==> src/rtl/riscv_soc_pkg.sv <==
// riscv_soc_pkg: shared SoC constants and types.
// UART MMIO addresses, status word layout, TX FSM encoding.
package riscv_soc_pkg;

    localparam logic [31:0] DEF_UART_TX_ADDR   = 32'h1000_0000;
    localparam logic [31:0] DEF_UART_STAT_ADDR = 32'h1000_0004;

    localparam int ST_FULL     = 0;
    localparam int ST_EMPTY    = 1;
    localparam int ST_BUSY     = 2;
    localparam int ST_COUNT_LO = 8;
    localparam int ST_COUNT_HI = 15;

    typedef enum logic [1:0] {
        TX_IDLE  = 2'd0,
        TX_START = 2'd1,
        TX_DATA  = 2'd2,
        TX_STOP  = 2'd3
    } tx_state_e;

    function automatic logic [31:0] uart_status(
        input logic [7:0] cnt,
        input logic       busy,
        input logic       empty,
        input logic       full
    );
        logic [31:0] s;
        s = '0;
        s[ST_COUNT_HI:ST_COUNT_LO] = cnt;
        s[ST_BUSY]  = busy;
        s[ST_EMPTY] = empty;
        s[ST_FULL]  = full;
        return s;
    endfunction

endpackage

==> src/rtl/riscv_sync_fifo.sv <==
// riscv_sync_fifo: single-clock FIFO, power-of-2 depth.
// dout shows the head entry whenever the FIFO is not empty.
module riscv_sync_fifo
    import riscv_soc_pkg::*;
#(
    parameter int WIDTH = 8,
    parameter int DEPTH = 16,
    localparam int AW = $clog2(DEPTH),
    localparam int CW = AW + 1
) (
    input  logic             clk,
    input  logic             rst,
    input  logic             push,
    input  logic             pop,
    input  logic [WIDTH-1:0] din,
    output logic [WIDTH-1:0] dout,
    output logic             full,
    output logic             empty,
    output logic [CW-1:0]    count
);

    logic [WIDTH-1:0] r_mem [DEPTH];
    logic [AW-1:0]    r_wp;
    logic [AW-1:0]    r_rp;
    logic [CW-1:0]    r_cnt;
    logic             w_wr;
    logic             w_rd;

    assign full  = (r_cnt == CW'(DEPTH));
    assign empty = (r_cnt == '0);
    assign count = r_cnt;
    assign dout  = r_mem[r_rp];

    // Guard so a push never overwrites and a pop never underflows.
    assign w_wr = push & ~full;
    assign w_rd = pop & ~empty;

    // Storage array; contents need no reset, count gates validity.
    always_ff @(posedge clk) begin
        if (w_wr) begin
            r_mem[r_wp] <= din;
        end
    end

    // Pointers wrap naturally at DEPTH; count tracks occupancy.
    always_ff @(posedge clk) begin
        if (rst) begin
            r_wp  <= '0;
            r_rp  <= '0;
            r_cnt <= '0;
        end else begin
            if (w_wr) begin
                r_wp <= r_wp + 1'b1;
            end
            if (w_rd) begin
                r_rp <= r_rp + 1'b1;
            end
            if (w_wr && !w_rd) begin
                r_cnt <= r_cnt + 1'b1;
            end else if (!w_wr && w_rd) begin
                r_cnt <= r_cnt - 1'b1;
            end
        end
    end

endmodule

==> src/rtl/riscv_uart_tx_mmio.sv <==
// riscv_uart_tx_mmio: MMIO UART transmitter on the MEM-stage port.
// Decode, pipeline stall, read mux, FIFO and 8N1 serialiser.
module riscv_uart_tx_mmio
    import riscv_soc_pkg::*;
#(
    parameter int          CLKS_PER_BIT   = 868,
    parameter int          FIFO_DEPTH     = 16,
    parameter logic [31:0] UART_TX_ADDR   = DEF_UART_TX_ADDR,
    parameter logic [31:0] UART_STAT_ADDR = DEF_UART_STAT_ADDR
) (
    input  logic        clk,
    input  logic        rst,
    input  logic [31:0] dmem_addr,
    input  logic [31:0] dmem_wdata,
    input  logic        dmem_wen,
    output logic [31:0] dmem_rdata,
    output logic        uart_stall,
    output logic        ram_wen,
    input  logic [31:0] ram_rdata,
    output logic        uart_tx
);

    localparam int BAUD_W =
        (CLKS_PER_BIT > 1) ? $clog2(CLKS_PER_BIT) : 1;
    localparam logic [BAUD_W-1:0] BAUD_MAX =
        BAUD_W'(CLKS_PER_BIT - 1);
    localparam int CW = $clog2(FIFO_DEPTH) + 1;

    logic              w_hit_tx;
    logic              w_hit_st;
    logic              w_push;
    logic              w_pop;
    logic              w_full;
    logic              w_empty;
    logic [CW-1:0]     w_count;
    logic [7:0]        w_cnt8;
    logic [7:0]        w_dout;
    logic              w_busy;
    logic              w_unused;

    tx_state_e         r_state;
    tx_state_e         w_state_nxt;
    logic [BAUD_W-1:0] r_baud;
    logic [BAUD_W-1:0] w_baud_nxt;
    logic [2:0]        r_bit;
    logic [2:0]        w_bit_nxt;
    logic [7:0]        r_shift;
    logic [7:0]        w_shift_nxt;
    logic              r_tx;
    logic              w_tx_nxt;
    logic              w_baud_end;

    assign w_hit_tx = (dmem_addr == UART_TX_ADDR);
    assign w_hit_st = (dmem_addr == UART_STAT_ADDR);

    // A store to a full FIFO is held off, never pushed through.
    assign w_push     = dmem_wen & w_hit_tx & ~w_full;
    assign uart_stall = dmem_wen & w_hit_tx & w_full;
    assign ram_wen    = dmem_wen & ~w_hit_tx & ~w_hit_st;

    assign w_busy = (r_state != TX_IDLE);
    assign w_cnt8 = 8'(w_count);

    assign dmem_rdata = w_hit_st
        ? uart_status(w_cnt8, w_busy, w_empty, w_full)
        : ram_rdata;

    assign uart_tx  = r_tx;
    assign w_unused = ^dmem_wdata[31:8];

    riscv_sync_fifo #(
        .WIDTH (8),
        .DEPTH (FIFO_DEPTH)
    ) u_fifo (
        .clk   (clk),
        .rst   (rst),
        .push  (w_push),
        .pop   (w_pop),
        .din   (dmem_wdata[7:0]),
        .dout  (w_dout),
        .full  (w_full),
        .empty (w_empty),
        .count (w_count)
    );

    assign w_baud_end = (r_baud == BAUD_MAX);

    // TX state register.
    always_ff @(posedge clk) begin
        if (rst) begin
            r_state <= TX_IDLE;
        end else begin
            r_state <= w_state_nxt;
        end
    end

    // Next-state: one bit period per state/bit, STOP chains to START.
    always_comb begin
        w_state_nxt = r_state;
        unique case (r_state)
            TX_IDLE: begin
                if (!w_empty) w_state_nxt = TX_START;
            end
            TX_START: begin
                if (w_baud_end) w_state_nxt = TX_DATA;
            end
            TX_DATA: begin
                if (w_baud_end && r_bit == 3'd7) begin
                    w_state_nxt = TX_STOP;
                end
            end
            TX_STOP: begin
                if (w_baud_end) begin
                    w_state_nxt = w_empty ? TX_IDLE : TX_START;
                end
            end
        endcase
    end

    // Outputs: FIFO pop, baud/bit/shift updates and next line level.
    always_comb begin
        w_pop       = 1'b0;
        w_baud_nxt  = r_baud + 1'b1;
        w_bit_nxt   = r_bit;
        w_shift_nxt = r_shift;
        unique case (r_state)
            TX_IDLE: begin
                w_baud_nxt = '0;
                if (!w_empty) begin
                    w_pop       = 1'b1;
                    w_shift_nxt = w_dout;
                end
            end
            TX_START: begin
                if (w_baud_end) begin
                    w_baud_nxt = '0;
                    w_bit_nxt  = 3'd0;
                end
            end
            TX_DATA: begin
                if (w_baud_end) begin
                    w_baud_nxt  = '0;
                    w_bit_nxt   = r_bit + 3'd1;
                    w_shift_nxt = {1'b0, r_shift[7:1]};
                end
            end
            TX_STOP: begin
                if (w_baud_end) begin
                    w_baud_nxt = '0;
                    if (!w_empty) begin
                        w_pop       = 1'b1;
                        w_shift_nxt = w_dout;
                    end
                end
            end
        endcase
        unique case (w_state_nxt)
            TX_IDLE:  w_tx_nxt = 1'b1;
            TX_START: w_tx_nxt = 1'b0;
            TX_DATA:  w_tx_nxt = w_shift_nxt[0];
            TX_STOP:  w_tx_nxt = 1'b1;
        endcase
    end

    // Datapath registers; line is registered so it never glitches.
    always_ff @(posedge clk) begin
        if (rst) begin
            r_baud  <= '0;
            r_bit   <= '0;
            r_shift <= '0;
            r_tx    <= 1'b1;
        end else begin
            r_baud  <= w_baud_nxt;
            r_bit   <= w_bit_nxt;
            r_shift <= w_shift_nxt;
            r_tx    <= w_tx_nxt;
        end
    end

endmodule

==> config.mk <==
export PLATFORM = sky130hd
export DESIGN_NAME = riscv_uart_tx_mmio
export DESIGN_NICKNAME = d
export VERILOG_FILES = /design/src/rtl/riscv_soc_pkg.sv /design/src/rtl/riscv_sync_fifo.sv /design/src/rtl/riscv_uart_tx_mmio.sv
export SDC_FILE = /design/constraint.sdc
export NUM_CORES = 1
export LEC_CHECK = 0
export CAP_MARGIN = 20
export CORE_MARGIN = 10
export CORE_UTILIZATION = 50
export DETAILED_ROUTE_END_ITERATION = 7
export GPL_TIMING_DRIVEN = 0
export PLACE_DENSITY = 0.79
export SYNTH_ARGS = -nofsm -noshare
export SYNTH_HDL_FRONTEND = slang
export SYNTH_SLANG_ARGS = --single-unit
export TNS_END_PERCENT = 100
==> constraint.sdc <==
create_clock -name clk -period 6.65 [get_ports clk]
set_clock_uncertainty 0.1 [all_clocks]
set_input_delay 0.665 -clock clk [delete_from_list [all_inputs] [get_ports clk]]
set_output_delay 0.665 -clock clk [all_outputs]
set_load 0.1 [all_outputs]
==> results.cfg, run 1 <==
[clocking]
htree_num_levels = 4
post_cts_buffers = 0
cts_buffers = 17
clk_path_buf_depth = 2
clk_latency_ns = 0.42
cts_tree = done
ctsHoldBuffers = 0
cts_sinks = 169
cts-resized-gates = 0
clkTransAtPathRegs_ns = 0.06
cts_root_buf = clkbuf_16

[grt]
grt_overflow = 0
antenna_found_initial = 0
grt_use_total_pct = 17.3
grt_max_degree = 17
grt_pass1_wl_um = 27000
grt_pass1_vias = 4886

[timing]
timing.hold.ws_ns = 0.370
max_freq_mhz = 222
fin_crit_sh_pct = 67.8
slew_headroom_pct = 32.0
min_period_ns = 4.51
hold_viol = 0
setup_viol = 0
totalNegativeSetupSlack_ns = 0
fin_ws_ns = 2.14
rsz0062_at_grt = no
worst_pin_slew_ns = 1.02
final_max_slew_viol_count = 0

[power_and_ir_drop]
p_sw_share_pct = 30.9
combPwrFrac_pct = 27.9
p_int_mw = 2.01
pwr-share-clk_pct = 30.0
power.density_nw_per_um2 = 311
power_mw = 2.91
seq_power_share_pct = 42.1
leakagePower_nw = 3.19
p_sw_uw = 900
ir_drop_mv = 0.223

[critical_path]
worstPathRequired_ns = 5.88
critical_path_class = input pin to output port
slowest_stage = clkdlybuf4s50_1
cp_num_buf_inv = 3
worstReg2RegEnd = u_fifo.count[4]
slowest_delay_ns = 1.19
crit_fanout = 10
startpoint = dmem_addr[0]
critPathTopFamily = buffers and inverters
r2r_cells = 14
crit_path_end_kind = output port
cp-endpoint = dmem_rdata[9]
cp-start-kind = input pin
crit_chain = clkdlybuf4s50_1, nor4_1, nand4_1, nor2_1, nand2_1, clkbuf_1, o21ai_0, clkdlybuf4s50_1
r2r_slack_ns = 3.14
cp_data_arrival_time_ns = 3.74
crit_cells = 8
r2r-start = r_baud[0]
crit_top_cell = clkdlybuf4s50_1

[floorplanning]
io_pins = 134
chipWidth_um = 142
initial_utilization_pct = 51.4
rows = 44
die_area_um2 = 20300
die_h_um = 142
core_um2 = 14600

[synthesis]
synthesis.area_um2 = 7490
seq_area_frac_synth_pct = 62.3
synth.area.top_cells = edfxtp_1, dfxtp_1, mux4_2
ys_warn_count = 0
ys_async_sr_fraction_pct = 0
yosysTopAreaCell = edfxtp_1
synth_edf_count = 128
synth_top_area_share_pct = 51.3
synth_cell_types = 52
syn_nets = 634
synth_cells = 514
ys_ff_latch = 169
ys.flop_type = edfxtp_1
syn_area_per_cell_um2 = 14.6

[cells_and_area]
nets = 764
final_cell_mix = edfxtp_1, clkdlybuf4s50_1, nor2_1
final_util_pct = 64.2
mostFrequentLayoutCell = edfxtp_1
final_cells = 840
drive_gt1_share_pct = 11.0
area.growth.synth_to_final_pct = 24.9
num_antenna_cells = 0
final_area_um2 = 9360
nFillCells = 1006

[route]
routed.top_layer = met4
routed_wirelength_um = 17200
route.detailed.wl_per_inst_um = 20.5
wl_met2_um = 9220
dr.pass1.iters = 5
wl_met1_um = 6810
vias = 4729
route.met3.wl_um = 902
vias_per_cell = 5.63
drt_iter0_drc = 321
ant_nets = 0
drc_errors = 0

[placed_design]
port_buffers = 109
place_congestion = 0.829
placed_area_um2 = 8840
place_ws_ns = 2.12
hpwl_um = 12500
placed_cells = 809

[run]
max-cap-violations = 0

[outcome]
status = finished clean

[worst_hold_path]
holdPathStages = 1
min_path_type = flip-flop to flip-flop
==> synth_stat cells, types with 7 or more instances <==
cell,number
edfxtp_1,128
nor3_1,11
nor2_1,46
mux4_1,15
mux2i_1,7
o21ai_0,12
nand3_1,7
nor4_1,8
inv_1,17
dfxtp_1,41
a21oi_1,14
mux4_2,21
xor2_1,10
nor2b_1,9
and2_1,33
xnor2_1,7
nand2_1,30
ha_1,20
clkbuf_1,11
==> metal layers <==
layer	vias to the layer above	GRT usage [%]
li1	2212	-
met1	2315	19.7
met2	169	31.2
met3	33	4.61
met4	0	5.01
met5	-	0
==> sequential cells by signal, summed over array words and instances (netlist names), named ones only <==
register      flops
r_baud           10
r_bit             3
r_shift           8
r_state           2
u_fifo.count      5
u_fifo.r_mem    128
u_fifo.r_rp       4
u_fifo.r_wp       4
uart_tx           1
==> cell type report <==
class / count / area, um^2 / area share (%)
Timing Repair Buffer: 111 / 1110 / 11.8
Clock inverter: 14 / 97.6 / 1.04
Inverter: 17 / 63.8 / 0.682
Multi-Input combinational cell: 304 / 2650 / 28.3
Buffer: 24 / 124 / 1.32
Tap cell: 184 / 230 / 2.46
Sequential cell: 169 / 4660 / 49.8
Clock buffer: 17 / 425 / 4.54
==> worst min-delay path by stage <==
stage                    from   endpoint  slack [ns]
detailed placement  r_baud[0]  r_baud[0]        0.37
CTS                 r_baud[0]  r_baud[0]        0.38
global route        r_baud[0]  r_baud[0]        0.39
floorplan           r_baud[0]  r_baud[0]        0.33
finish              r_baud[0]  r_baud[0]        0.37
global placement    r_baud[0]  r_baud[0]        0.34
==> kinds of logic (layout without fill, tap and decap cells) <==
logic type	Yosys count	count (layout)	share of synthesized area [%]
AO/OA/AOI/OAI	53	53	4.93
XOR/XNOR	17	17	1.99
adder cells (fa/ha/maj)	21	21	3.61
buffers and inverters	41	183	2.51
flip-flops	169	169	62.3
multiplexers	44	44	12.7
AND/OR/NAND/NOR	169	169	12.1
==> power by group through the flow <==
stage / Clock, mW / Combinational, mW / Sequential (mW)
finish: 0.874 / 0.812 / 1.23
global route: 0.943 / 0.884 / 1.23
CTS: 0.889 / 0.816 / 1.23
detailed placement: 0 / 0.809 / 1.25
global placement: 0 / 0.784 / 1.25
floorplan: 0 / 0.591 / 1.26
No activity file was read; power rests on OpenSTA's default activity.
==> run 2, diff against run 1 <==
--- a/config.mk
+++ b/config.mk
@@ -7,10 +7,10 @@
 export LEC_CHECK = 0
 export CAP_MARGIN = 20
 export CORE_MARGIN = 10
-export CORE_UTILIZATION = 50
+export CORE_UTILIZATION = 48
 export DETAILED_ROUTE_END_ITERATION = 7
 export GPL_TIMING_DRIVEN = 0
-export PLACE_DENSITY = 0.79
+export PLACE_DENSITY = 0.8
 export SYNTH_ARGS = -nofsm -noshare
 export SYNTH_HDL_FRONTEND = slang
 export SYNTH_SLANG_ARGS = --single-unit
==> constraint.sdc (replaced) <==
create_clock -name clk -period 3.9 [get_ports clk]
set_clock_uncertainty 0.1 [all_clocks]
set_input_delay 0.39 -clock clk [delete_from_list [all_inputs] [get_ports clk]]
set_output_delay 0.39 -clock clk [all_outputs]
set_load 0.1 [all_outputs]
==> run 2 against run 1 <==
  * Register-to-register slack lost 2.8 ns
  * Wire length increased by 6.2%
  * Sequential share of layout area fell by 0.77 points
  * Global-route usage decreased by 0.16 points
  * Non-clock buffer count increased by 1
  * Worst hold slack got worse by 0.010 ns
  * Worst setup slack worse by 1.8 ns
==> results.cfg, run 2 (synthesis gave the netlist of run 1 again) <==
[clocking]
clk_latency_ns = 0.42
ctsHoldBuffers = 0
clk_path_buf_depth = 2
htree_num_levels = 4
cts_sinks = 169
cts_root_buf = clkbuf_16
clkTransAtPathRegs_ns = 0.06
cts_tree = done
cts_buffers = 17

[route]
routed_wirelength_um = 18300
drt_iter0_drc = 370
vias_per_cell = 5.56
route.detailed.wl_per_inst_um = 21.1
vias = 4824
drc_errors = 0
dr.pass1.iters = 5
ant_nets = 0

[timing]
max_freq_mhz = 279
rsz0062_at_grt = no
fin_crit_sh_pct = 92.0
hold_viol = 0
slew_headroom_pct = 31.9
min_period_ns = 3.59
worst_pin_slew_ns = 1.02
final_max_slew_viol_count = 0
setup_viol = 0
totalNegativeSetupSlack_ns = 0

[cells_and_area]
final_cells = 868
nets = 765
final_area_um2 = 9510
final_util_pct = 62.3
mostFrequentLayoutCell = edfxtp_1
reg.largest.list = u_fifo.r_mem x128, r_baud x10, r_shift x8
final_cell_mix = edfxtp_1, clkdlybuf4s50_1, nor2_1
area.growth.synth_to_final_pct = 26.9
drive_gt1_share_pct = 12.2
largest_reg_flops = 128
max_flop_register = u_fifo.r_mem
num_antenna_cells = 0

[power_and_ir_drop]
leakagePower_nw = 3.41
power.density_nw_per_um2 = 548
ir_drop_mv = 0.431
power_mw = 5.21

[grt]
grt_overflow = 0
grt_pass1_vias = 4956
antenna_found_initial = 0
grt_pass1_wl_um = 28300
grt_max_degree = 17
grt_use_total_pct = 17.2

[placed_design]
hpwl_um = 12800
placed_cells = 836
placed_area_um2 = 8880
place_congestion = 0.845
port_buffers = 109

[outcome]
status = finished clean

[floorplanning]
die_h_um = 145
io_pins = 134
initial_utilization_pct = 49.1
chipWidth_um = 145
rows = 45
die_area_um2 = 21000
core_um2 = 15300

[worst_hold_path]
min_path_type = flip-flop to flip-flop

[critical_path]
cp_data_arrival_time_ns = 3.10
worstPathRequired_ns = 3.41
cp-start-kind = input pin
critical_path_class = input pin to output port
crit_fanout = 9
crit_path_end_kind = output port

[run]
max-cap-violations = 0
## run 2: worst paths after layout
check / slack (ns) / endpoint / depth (start not counted) / from
min reg2reg: 0.36 / r_baud[0] / 1 / r_baud[0]
max reg2reg: 0.37 / u_fifo.count[4] / 14 / r_baud[0]
max: 0.31 / dmem_rdata[5] / 7 / dmem_addr[22]
min: 0.36 / r_baud[0] / 1 / r_baud[0]
## run 2: layout make-up
type | instances | area [um^2]
Fill cell | 1134 | 5750
Sequential cell | 169 | 4660
Multi-Input combinational cell | 304 | 2660
Timing Repair Buffer | 112 | 1140
Clock buffer | 18 | 429
Tap cell | 211 | 264
Clock inverter | 13 | 169
Buffer | 24 | 124
Inverter | 17 | 63.8
## run 2: timing repair
| item | in CTS | in global routing |
|---|---|---|
| setup endpoints to repair | 5 | 26 |
| resized for setup | 5 | 35 |
| setup buffers | 0 | 1 |
| pin swaps | 0 | 1 |
## run 2: report_power, final
part | switching, mW | internal [mW] | total, mW
registers | 0.0817 | 2.01 | 2.09
logic | 0.804 | 0.605 | 1.41
clock network | 0.698 | 1.01 | 1.71
## run 2: metal layers
metal	share of wire [%]	track usage, %	vias up
met1	40	20.1	2404
met5	0	0	-
met4	2.5	5.72	0
met3	5.2	4.04	35
met2	52	30.3	172
li1	-	-	2213
## run 2: stage by stage
| stage | hold slack, ns | setup slack [ns] |
|---|---|---|
| 2_1_floorplan | 0.326 | -0.122 |
| 3_3_place_gp | 0.342 | -0.0188 |
| 3_5_place_dp | 0.354 | -0.208 |
| 4_1_cts | 0.368 | 0.0702 |
| 5_1_grt | 0.412 | 0.113 |
| 6_report | 0.360 | 0.313 |
## run 2: critical path, stage by stage
cell and delay, ns:
clkdlybuf4s50_1 0.42, nor4_1 0.36, nand4_1 0.27, nor2_1 0.24, nand2_1 0.22, and2_1 0.22, clkdlybuf4s50_1 0.97
==> run 3, diff against run 2 <==
--- a/config.mk
+++ b/config.mk
@@ -6,7 +6,6 @@
 export NUM_CORES = 1
 export LEC_CHECK = 0
 export CAP_MARGIN = 20
-export CORE_MARGIN = 10
 export CORE_UTILIZATION = 48
 export DETAILED_ROUTE_END_ITERATION = 7
 export GPL_TIMING_DRIVEN = 0
==> run 3 against run 2 <==
  * Critical path type is now input pin to flip-flop
  * First-iteration DRC count rose by 4.3%
  * Register-to-register slack got worse by 0.04 ns
  * Clock power fell by 6%
  * Global-route usage rose by 4.7 points
  * Via count fell by 2.1%
  * Sequential cell count did not move
  * Cell area fell by 0.55%
  * Worst setup slack got worse by 0.056 ns
  * Wire length fell by 7.1%
==> results.cfg, run 3 (synthesis gave the netlist of run 1 again) <==
[timing]
final_max_slew_viol_count = 0
slew_headroom_pct = 18.9
setup_viol = 0
worst_pin_slew_ns = 1.21
fin_ws_ns = 0.257
fin_crit_sh_pct = 93.4
max_freq_mhz = 275
min_period_ns = 3.64
hold_viol = 0
rsz0062_at_grt = no

[critical_path]
slowest_delay_ns = 0.67
crit_top_cell = ha_1
r2r-start = r_baud[0]
cp_data_arrival_time_ns = 3.83
crit_path_end_kind = flip-flop
slowest_stage = nor4b_4
worstPathRequired_ns = 4.09
worstReg2RegEnd = u_fifo.count[4]
critical_path_class = input pin to flip-flop
r2r_slack_ns = 0.33
r2r_cells = 14
crit_fanout = 9
crit_chain = clkdlybuf4s50_1, nor4_1, nand4_1, nor4b_4, ha_1, inv_1, ha_1, nor2b_1, o21a_1, or3_1, a21oi_1, xnor2_1, nor2_1
cp-start-kind = input pin

[power_and_ir_drop]
seq_power_share_pct = 41.1
p_sw_share_pct = 32.1
p_int_mw = 3.46
p_sw_mw = 1.63
power.density_nw_per_um2 = 539
leakagePower_nw = 3.40
combPwrFrac_pct = 27.3
ir_drop_mv = 0.476
power_mw = 5.10
pwr-share-clk_pct = 31.5

[run]
max-cap-violations = 0

[clocking]
post_cts_buffers = 0
cts_buffers = 17
htree_num_levels = 4
cts_root_buf = clkbuf_16
clkTransAtPathRegs_ns = 0.07
cts_tree = done
clk_latency_ns = 0.43
ctsHoldBuffers = 0
clk_path_buf_depth = 2
cts_sinks = 169

[floorplanning]
chipWidth_um = 127
io_pins = 134
die_area_um2 = 16100
core_um2 = 15200
die_h_um = 127
initial_utilization_pct = 49.3
rows = 45

[cells_and_area]
multiInputGateArea_um2 = 2660
nets = 764
nFillCells = 1105
final_cells = 845
num_antenna_cells = 0
largest_reg_flops = 128
seq_area_um2 = 4660
drive_gt1_share_pct = 11.9
reg.largest.list = u_fifo.r_mem x128, r_baud x10, r_shift x8
max_flop_register = u_fifo.r_mem
mostFrequentLayoutCell = edfxtp_1
area.growth.synth_to_final_pct = 26.2
final_cell_mix = edfxtp_1, clkdlybuf4s50_1, nor2_1

[route]
route.detailed.wl_per_inst_um = 20.1
dr.pass1.iters = 5
ant_nets = 0
vias_per_cell = 5.59
drc_errors = 0
drt_iter0_drc = 386
vias = 4722
routed_wirelength_um = 17000

[placed_design]
placed_cells = 813
port_buffers = 109
place_congestion = 0.862
hpwl_um = 11300
place_ws_ns = -0.137

[worst_hold_path]
min_from = r_baud[0]
hold_end = r_baud[0]
holdPathStages = 1
min_path_type = flip-flop to flip-flop

[outcome]
status = finished clean

[grt]
grt_use_total_pct = 21.9
antenna_found_initial = 0
grt_max_degree = 18
grt_overflow = 0
grt_pass1_wl_um = 26000
grt_pass1_vias = 4756
run 3: worst max-delay path by stage:
stage                  start                  to  slack [ns]  depth (start not counted)
3_5_place_dp    dmem_addr[0]     u_fifo.count[4]       -0.14                         13
6_report       dmem_addr[13]     u_fifo.count[4]        0.26                         13
2_1_floorplan  dmem_addr[13]       dmem_rdata[0]       -0.12                          6
4_1_cts        dmem_addr[17]      dmem_rdata[25]        0.13                          8
5_1_grt        dmem_addr[17]       dmem_rdata[8]        0.01                          8
3_3_place_gp   dmem_addr[13]  u_fifo.r_mem[7][2]       -0.04                          6
run 3: metrics by stage:
stage	cell area (um^2)	util, %	hold slack (ns)	setup TNS [ns]
floorplan	7500	-	0.326	-0.610
global placement	8820	58.0	0.341	-0.404
detailed placement	8850	58.2	0.366	-0.260
CTS	9410	61.9	0.378	0
global route	9460	62.2	0.400	0
finish	9460	62.2	0.373	0
run 3: what timing repair did:
item,CTS,global route
endpoints found under the setup margin,5,23
gates cloned,0,0
gates resized for setup,5,25
run 3: area by class of cell:
| cell class | instances | share of cell area [%] |
|---|---|---|
| buffer | 24 | 1.31 |
| multi-input combinational | 304 | 28.1 |
| timing repair buffer | 111 | 12.1 |
| inverter | 17 | 0.675 |
| clock inverter | 14 | 1.43 |
| tap | 188 | 2.49 |
| sequential | 169 | 49.3 |
| clock buffer | 18 | 4.54 |
run 3: routing by layer:
layer | track usage [%] | routed length (um)
met2 | 38.7 | 8780
met4 | 6.93 | 322
met3 | 5.36 | 1040
met1 | 26.5 | 6840
met5 | 0 | 0
run 3: power by group through the flow:
stage          Combinational, mW  Clock, mW  Sequential, mW
2_1_floorplan               1.01          0            2.14
3_3_place_gp                1.34          0            2.13
3_5_place_dp                1.38          0            2.13
4_1_cts                     1.40       1.62            2.10
5_1_grt                     1.52       1.70            2.11
6_report                    1.39       1.61            2.10
run 3: critical path: cells and delay by family:
kind                       cells  cell delay [ns]
and+or+nand+nor                6             1.77
adders and majority gates      2             0.65
buffers and inverters          2             0.52
AOI/OAI and AO/OA              2             0.36
xor gates and xnor gates       1             0.14
